[config.mk]
export PLATFORM = sky130hd
export DESIGN_NAME = kb_ascii_stream
export DESIGN_NICKNAME = d
export VERILOG_FILES = /design/src/rtl/kb_pkg.sv /design/src/rtl/key2ascii_shift.sv /design/src/rtl/kb_ascii_stream.sv
export SDC_FILE = /design/constraint.sdc
export NUM_CORES = 1
export LEC_CHECK = 0
export ABC_AREA = 0
export CORE_UTILIZATION = 41
export CTS_BUF_LIST = sky130_fd_sc_hd__clkbuf_4 sky130_fd_sc_hd__clkbuf_8
export CTS_CLUSTER_DIAMETER = 150
export CTS_CLUSTER_SIZE = 40
export DETAILED_ROUTE_END_ITERATION = 10
export GPL_TIMING_DRIVEN = 1
export PLACE_DENSITY = 0.64
export SLEW_MARGIN = 20
export SYNTH_ARGS = -nofsm -noshare
export SYNTH_HDL_FRONTEND = slang
export SYNTH_SLANG_ARGS = --single-unit
export TNS_END_PERCENT = 100
[constraint.sdc]
create_clock -name clk -period 5.3 [get_ports clk]
set_clock_uncertainty 0.2 [all_clocks]
set_input_delay 0.53 -clock clk [delete_from_list [all_inputs] [get_ports clk]]
set_output_delay 0.53 -clock clk [all_outputs]
set_load 0.01 [all_outputs]
[src/rtl/kb_pkg.sv]
// Scan-code, ASCII and decoder-state constants shared by the keyboard ASCII path.
package kb_pkg;

    localparam logic [7:0] SC_BREAK  = 8'hF0;
    localparam logic [7:0] SC_EXT    = 8'hE0;
    localparam logic [7:0] SC_LSHIFT = 8'h12;
    localparam logic [7:0] SC_RSHIFT = 8'h59;
    localparam logic [7:0] SC_CAPS   = 8'h58;
    localparam logic [7:0] SC_ENTER  = 8'h5A;

    localparam logic [7:0] ASC_CR = 8'h0D;
    localparam logic [7:0] ASC_LF = 8'h0A;

    typedef enum logic [1:0] {
        ST_IDLE,
        ST_BRK,
        ST_EXT,
        ST_EXT_BRK
    } dec_state_t;

endpackage

[src/rtl/key2ascii_shift.sv]
// Scan code (set 2) to ASCII lookup with Shift/Caps handling; 8'h00 means unmapped.
// Purely combinational, no latency, no flow control.
module key2ascii_shift (
    input  logic [7:0] key_code,
    input  logic       shift,
    input  logic       caps,
    output logic [7:0] ascii
);

    logic [7:0] base;
    logic [7:0] shifted;
    logic       is_alpha;

    always_comb begin
        base     = 8'h00;
        shifted  = 8'h00;
        is_alpha = 1'b0;
        case (key_code)
            8'h1C: begin base = "a"; is_alpha = 1'b1; end
            8'h32: begin base = "b"; is_alpha = 1'b1; end
            8'h21: begin base = "c"; is_alpha = 1'b1; end
            8'h23: begin base = "d"; is_alpha = 1'b1; end
            8'h24: begin base = "e"; is_alpha = 1'b1; end
            8'h2B: begin base = "f"; is_alpha = 1'b1; end
            8'h34: begin base = "g"; is_alpha = 1'b1; end
            8'h33: begin base = "h"; is_alpha = 1'b1; end
            8'h43: begin base = "i"; is_alpha = 1'b1; end
            8'h3B: begin base = "j"; is_alpha = 1'b1; end
            8'h42: begin base = "k"; is_alpha = 1'b1; end
            8'h4B: begin base = "l"; is_alpha = 1'b1; end
            8'h3A: begin base = "m"; is_alpha = 1'b1; end
            8'h31: begin base = "n"; is_alpha = 1'b1; end
            8'h44: begin base = "o"; is_alpha = 1'b1; end
            8'h4D: begin base = "p"; is_alpha = 1'b1; end
            8'h15: begin base = "q"; is_alpha = 1'b1; end
            8'h2D: begin base = "r"; is_alpha = 1'b1; end
            8'h1B: begin base = "s"; is_alpha = 1'b1; end
            8'h2C: begin base = "t"; is_alpha = 1'b1; end
            8'h3C: begin base = "u"; is_alpha = 1'b1; end
            8'h2A: begin base = "v"; is_alpha = 1'b1; end
            8'h1D: begin base = "w"; is_alpha = 1'b1; end
            8'h22: begin base = "x"; is_alpha = 1'b1; end
            8'h35: begin base = "y"; is_alpha = 1'b1; end
            8'h1A: begin base = "z"; is_alpha = 1'b1; end
            8'h16: {base, shifted} = {"1", "!"};
            8'h1E: {base, shifted} = {"2", "@"};
            8'h26: {base, shifted} = {"3", "#"};
            8'h25: {base, shifted} = {"4", "$"};
            8'h2E: {base, shifted} = {"5", "%"};
            8'h36: {base, shifted} = {"6", "^"};
            8'h3D: {base, shifted} = {"7", "&"};
            8'h3E: {base, shifted} = {"8", "*"};
            8'h46: {base, shifted} = {"9", "("};
            8'h45: {base, shifted} = {"0", ")"};
            8'h0E: {base, shifted} = {8'h60, "~"};
            8'h4E: {base, shifted} = {"-", "_"};
            8'h55: {base, shifted} = {"=", "+"};
            8'h54: {base, shifted} = {"[", "{"};
            8'h5B: {base, shifted} = {"]", "}"};
            8'h5D: {base, shifted} = {"\\", "|"};
            8'h4C: {base, shifted} = {";", ":"};
            8'h52: {base, shifted} = {"'", "\""};
            8'h41: {base, shifted} = {",", "<"};
            8'h49: {base, shifted} = {".", ">"};
            8'h4A: {base, shifted} = {"/", "?"};
            8'h5A: {base, shifted} = {8'h0D, 8'h0D};
            8'h29: {base, shifted} = {8'h20, 8'h20};
            8'h66: {base, shifted} = {8'h08, 8'h08};
            default: ;
        endcase

        if (is_alpha)
            ascii = (shift ^ caps) ? (base - 8'h20) : base;
        else
            ascii = shift ? shifted : base;
    end

endmodule

[src/rtl/kb_ascii_stream.sv]
// PS/2 scan bytes -> make/break/extended decode -> case-correct ASCII into a show-ahead FIFO.
// Char written one clk after its scan tick (LF of CR+LF one clk later).
// No input backpressure: chars that do not fit are dropped and flagged sticky in overflow.
module kb_ascii_stream
    import kb_pkg::*;
#(
    parameter int FIFO_ADDR_W  = 4,
    parameter bit CRLF_EN      = 1'b1,
    parameter bit TYPEMATIC_EN = 1'b0
) (
    input  logic       clk,
    input  logic       reset,
    input  logic       scan_done_tick,
    input  logic [7:0] scan_code,
    input  logic       rd_ascii,
    output logic [7:0] ascii_out,
    output logic       buf_empty,
    output logic       buf_full,
    output logic       overflow,
    output logic       shift_on,
    output logic       caps_on
);

    localparam int DEPTH = 1 << FIFO_ADDR_W;
    localparam int CW    = FIFO_ADDR_W + 2;

    dec_state_t             state;
    logic                   shift_l;
    logic                   shift_r;
    logic                   caps_held;
    logic [7:0]             last_make;
    logic                   pending_lf;
    logic [7:0]             mem [DEPTH];
    logic [FIFO_ADDR_W-1:0] wr_ptr;
    logic [FIFO_ADDR_W-1:0] rd_ptr;
    logic [FIFO_ADDR_W:0]   count;

    logic [7:0]  lut;
    logic        is_mod;
    logic        new_vld;
    logic        want_lf;
    logic        pop;
    logic        accept;
    logic [CW-1:0] free;
    logic [CW-1:0] need;

    key2ascii_shift u_lut (
        .key_code (scan_code),
        .shift    (shift_on),
        .caps     (caps_on),
        .ascii    (lut)
    );

    assign shift_on  = shift_l | shift_r;
    assign buf_empty = (count == '0);
    assign buf_full  = (count == (FIFO_ADDR_W+1)'(DEPTH));
    assign ascii_out = buf_empty ? 8'h00 : mem[rd_ptr];

    always_comb begin
        is_mod  = (scan_code == SC_BREAK) || (scan_code == SC_EXT) ||
                  (scan_code == SC_LSHIFT) || (scan_code == SC_RSHIFT) ||
                  (scan_code == SC_CAPS);
        // Keypad Enter bypasses the repeat filter: its break never reaches last_make.
        new_vld = scan_done_tick && (lut != 8'h00) &&
                  (((state == ST_IDLE) && !is_mod && (TYPEMATIC_EN || (scan_code != last_make))) ||
                   ((state == ST_EXT) && (scan_code == SC_ENTER)));
        want_lf = CRLF_EN && (lut == ASC_CR);
        pop     = rd_ascii && !buf_empty;
        // A pending LF already owns one slot.
        free    = CW'(DEPTH) - CW'(count) + CW'(pop) - CW'(pending_lf);
        need    = want_lf ? CW'(2) : CW'(1);
        accept  = new_vld && (free >= need);
    end

    always_ff @(posedge clk) begin
        if (pending_lf) begin
            mem[wr_ptr] <= ASC_LF;
            if (accept)
                mem[wr_ptr + FIFO_ADDR_W'(1)] <= lut;
        end else if (accept) begin
            mem[wr_ptr] <= lut;
        end
    end

    always_ff @(posedge clk) begin
        if (reset) begin
            wr_ptr     <= '0;
            rd_ptr     <= '0;
            count      <= '0;
            pending_lf <= 1'b0;
            overflow   <= 1'b0;
        end else begin
            wr_ptr     <= wr_ptr + FIFO_ADDR_W'(pending_lf) + FIFO_ADDR_W'(accept);
            rd_ptr     <= rd_ptr + FIFO_ADDR_W'(pop);
            count      <= count + (FIFO_ADDR_W+1)'(pending_lf) + (FIFO_ADDR_W+1)'(accept)
                                - (FIFO_ADDR_W+1)'(pop);
            pending_lf <= accept && want_lf;
            if (new_vld && !accept)
                overflow <= 1'b1;
        end
    end

    always_ff @(posedge clk) begin
        if (reset) begin
            state     <= ST_IDLE;
            shift_l   <= 1'b0;
            shift_r   <= 1'b0;
            caps_on   <= 1'b0;
            caps_held <= 1'b0;
            last_make <= 8'h00;
        end else if (scan_done_tick) begin
            case (state)
                ST_IDLE: begin
                    case (scan_code)
                        SC_BREAK:  state   <= ST_BRK;
                        SC_EXT:    state   <= ST_EXT;
                        SC_LSHIFT: shift_l <= 1'b1;
                        SC_RSHIFT: shift_r <= 1'b1;
                        SC_CAPS: begin
                            if (!caps_held)
                                caps_on <= ~caps_on;
                            caps_held <= 1'b1;
                        end
                        default:   last_make <= scan_code;
                    endcase
                end
                ST_BRK: begin
                    state <= ST_IDLE;
                    case (scan_code)
                        SC_LSHIFT: shift_l   <= 1'b0;
                        SC_RSHIFT: shift_r   <= 1'b0;
                        SC_CAPS:   caps_held <= 1'b0;
                        default: ;
                    endcase
                    if (scan_code == last_make)
                        last_make <= 8'h00;
                end
                ST_EXT:     state <= (scan_code == SC_BREAK) ? ST_EXT_BRK : ST_IDLE;
                ST_EXT_BRK: state <= ST_IDLE;
                default:    state <= ST_IDLE;
            endcase
        end
    end

endmodule

==> impl_metrics.env <==
export IMPL_power_density_mw_per_mm2=330.1
export IMPL_start_util=0.4170
export IMPL_tightestPinTransition_ns=0.9328
export IMPL_cp_max_fo=8
export IMPL_final_setup_tns_ns=0
export IMPL_crit_cells=19
export IMPL_min_from="overflow"
export IMPL_gp_routability_congestion=0.8800
export IMPL_reg2reg_depth=19
export IMPL_p_leak_nw=3.400
export IMPL_wl_per_cell_um=19.84
export IMPL_r2r_slack_ns=0.98
export IMPL_synth_top_area_cell="edfxtp_1"
export IMPL_grtUsageTotal=0.2102
export IMPL_synth_cells=817
export IMPL_num_rows=54
export IMPL_synth_top_cell_area_share=0.4223
export IMPL_finalCriticalPeriod_ns=4.317
export IMPL_worstSetupStartpointType="register"
export IMPL_grt_pass1_vias=6496
export IMPL_crit_required_ns=5.48
export IMPL_total_power_mw=3.397
export IMPL_syn_to_final_growth_pct=13.07
export IMPL_dp_hpwl_mm=16.28
export IMPL_cap_violations=0
export IMPL_viasPerCell=5.776
export IMPL_wirelength_mm=22.90
export IMPL_yosys_top_cells_count="edfxtp_1, a21oi_1, nor2_1, mux4_2, nand2_1"
export IMPL_min_path_type="register to register"
export IMPL_grt_pass1_wl_mm=35.78
export IMPL_setup_viol=0
export IMPL_drtIter0Drc=634
export IMPL_final_cells=1154
export IMPL_die_h_um=151.0
export IMPL_num_vias=6665
export IMPL_drc=0
export IMPL_holdWs_ns=0.2496
export IMPL_crit_type="register to register"
export IMPL_fillers=2008
export IMPL_drtAntennaViolNets=0
export IMPL_synth_most_common_cell="edfxtp_1"
export IMPL_fin_crit_sh=0.8145
export IMPL_holdBufCountCts=0
export IMPL_timing_final_hold_violations=0
export IMPL_synth_edf_count=128
export IMPL_synth_flop_cell="edfxtp_1"
export IMPL_cts_inserted_buffers=17
export IMPL_outcome="completed"
export IMPL_cts_tree="done"
export IMPL_max_freq_mhz=231.6
export IMPL_crit_path_end_kind="register"
export IMPL_final_nets=892
export IMPL_cts_root_buf="clkbuf_8"
export IMPL_coreArea_mm2=0.02182
export IMPL_synth_cell_types=82
export IMPL_top_level_ports=25
export IMPL_dieArea_mm2=0.02280
export IMPL_worst_path_max_delay_cell="fa_1"
export IMPL_setup_slack_ns=0.9831
export IMPL_avgSynthCellArea_um2=11.14
export IMPL_ys_ff_latch=157
export IMPL_ys_seq_area_frac=0.4861
export IMPL_dp_cells=1122
export IMPL_diodes=0
export IMPL_gr_total_overflow=0
export IMPL_ys_async_sr_fraction=0
export IMPL_ir_drop_mv=0.1402
export IMPL_post_cts_setup_buffers=0
export IMPL_multi_input_area_mm2=0.004353
export IMPL_clk_latency_ns=0.46
export IMPL_die_x_um=151.0
export IMPL_critical_path_top_delay_family="adder cells"
export IMPL_rsz0062_at_grt="false"
export IMPL_cp_cell_sequence="inv_1, ha_1, nor4b_2, nor2b_1, fa_1, ha_1, a211o_1, nor3b_1, a21oi_1, nand4b_1, o311a_4, inv_4, fa_1, inv_1, fa_1, a21oi_1, nor2_1, or3_1, a21oi_1"
export IMPL_syn_area_mm2=0.009101
export IMPL_cts_resized=0
export IMPL_r2r_end="count[4]"
export IMPL_cp_startpoint="count[2]"
export IMPL_drive_gt1_frac=0.1785
export IMPL_ctsLongestPathBuffers=2
export IMPL_crit_buf_inv=3
export IMPL_cts_max_level=4
export IMPL_slowest_delay_ns=0.39
export IMPL_antenna_found_initial=0
export IMPL_r2r_start="count[2]"
export IMPL_critPathArrivalTime_ns=4.50
export IMPL_regArea_mm2=0.004425
export IMPL_slew_violations=0
export IMPL_dp_slack_ns=0.5192
export IMPL_cts_sinks=157
export IMPL_crit_path_end="count[4]"
export IMPL_yosys_warnings=0
export IMPL_io_buffers=24
export IMPL_clkTransAtPathRegs_ns=0.11
export IMPL_dr_pass1_iters=5
export IMPL_grt_max_degree=35
export IMPL_yosys_top_cells_area="edfxtp_1, mux4_2, dfxtp_1"
export IMPL_relSlewSlack=0.3768
power breakdown:
group / internal, mW / total [mW] / switching (mW)
clock network: 0.484 / 0.987 / 0.503
registers: 1.36 / 1.41 / 0.0461
logic: 0.506 / 1.00 / 0.496
total: 2.35 / 3.40 / 1.05
cells by family after synthesis:
| family | after synthesis | share of synthesized area |
|---|---|---|
| simple gates | 305 | 0.1919 |
| mux | 52 | 0.1122 |
| other cells | 1 | 0.0004120 |
| xor+xnor | 20 | 0.01925 |
| flops | 157 | 0.4861 |
| fa+ha+maj | 20 | 0.03093 |
| buf+inv | 89 | 0.04330 |
| compound gates | 173 | 0.1159 |
state kept, by name, summed over array words and instances (netlist names), 2 cells and up:
signal / cells
rd_ptr: 4
wr_ptr: 4
state: 2
mem: 128
count: 5
last_make: 8
worst min path at each step:
stage | slack [ns] | cells past startpoint | end
floorplan | 0.26 | 2 | shift_r
global placement | 0.23 | 2 | overflow
detailed placement | 0.24 | 2 | overflow
CTS | 0.25 | 2 | overflow
global route | 0.30 | 2 | overflow
finish | 0.25 | 2 | overflow
area by class of cell:
type / count / share of cell area
Inverter: 20 / 0.007538
Sequential cell: 157 / 0.4300
Timing Repair Buffer: 79 / 0.06298
Clock inverter: 15 / 0.01970
Clock buffer: 17 / 0.02274
Multi-Input combinational cell: 586 / 0.4230
Tap cell: 280 / 0.03404
per-stage QoR:
| stage | instance area, um^2 | util |
|---|---|---|
| after global placement | 9859 | 0.4518 |
| final | 10290 | 0.4716 |
| after floorplan | 9158 | - |
| after global routing | 10290 | 0.4716 |
| after CTS | 10300 | 0.4718 |
| after detailed placement | 9859 | 0.4518 |
cell usage in the layout (no fill, tap or decap), types with 23 or more instances in the layout:
| master | count |
|---|---|
| nand2_1 | 38 |
| dfxtp_1 | 28 |
| mux4_2 | 40 |
| nor2_1 | 77 |
| clkdlybuf4s50_1 | 23 |
| buf_4 | 55 |
| nand3b_1 | 29 |
| a21oi_1 | 86 |
| nor2b_1 | 29 |
| edfxtp_1 | 128 |
worst min-delay path: cells and delay by family (launching register included):
family | cells | cell delay (ns)
buf+inv | 1 | 0.04
compound gates | 1 | 0.05
flops | 1 | 0.32
metal layers:
metal | share of wire | GRT usage
met4 | 0.030 | 0.08650
met2 | 0.48 | 0.3548
met3 | 0.058 | 0.03133
met5 | 0 | 0
met1 | 0.43 | 0.2693
Note: power is estimated with default switching activity, not from simulation.
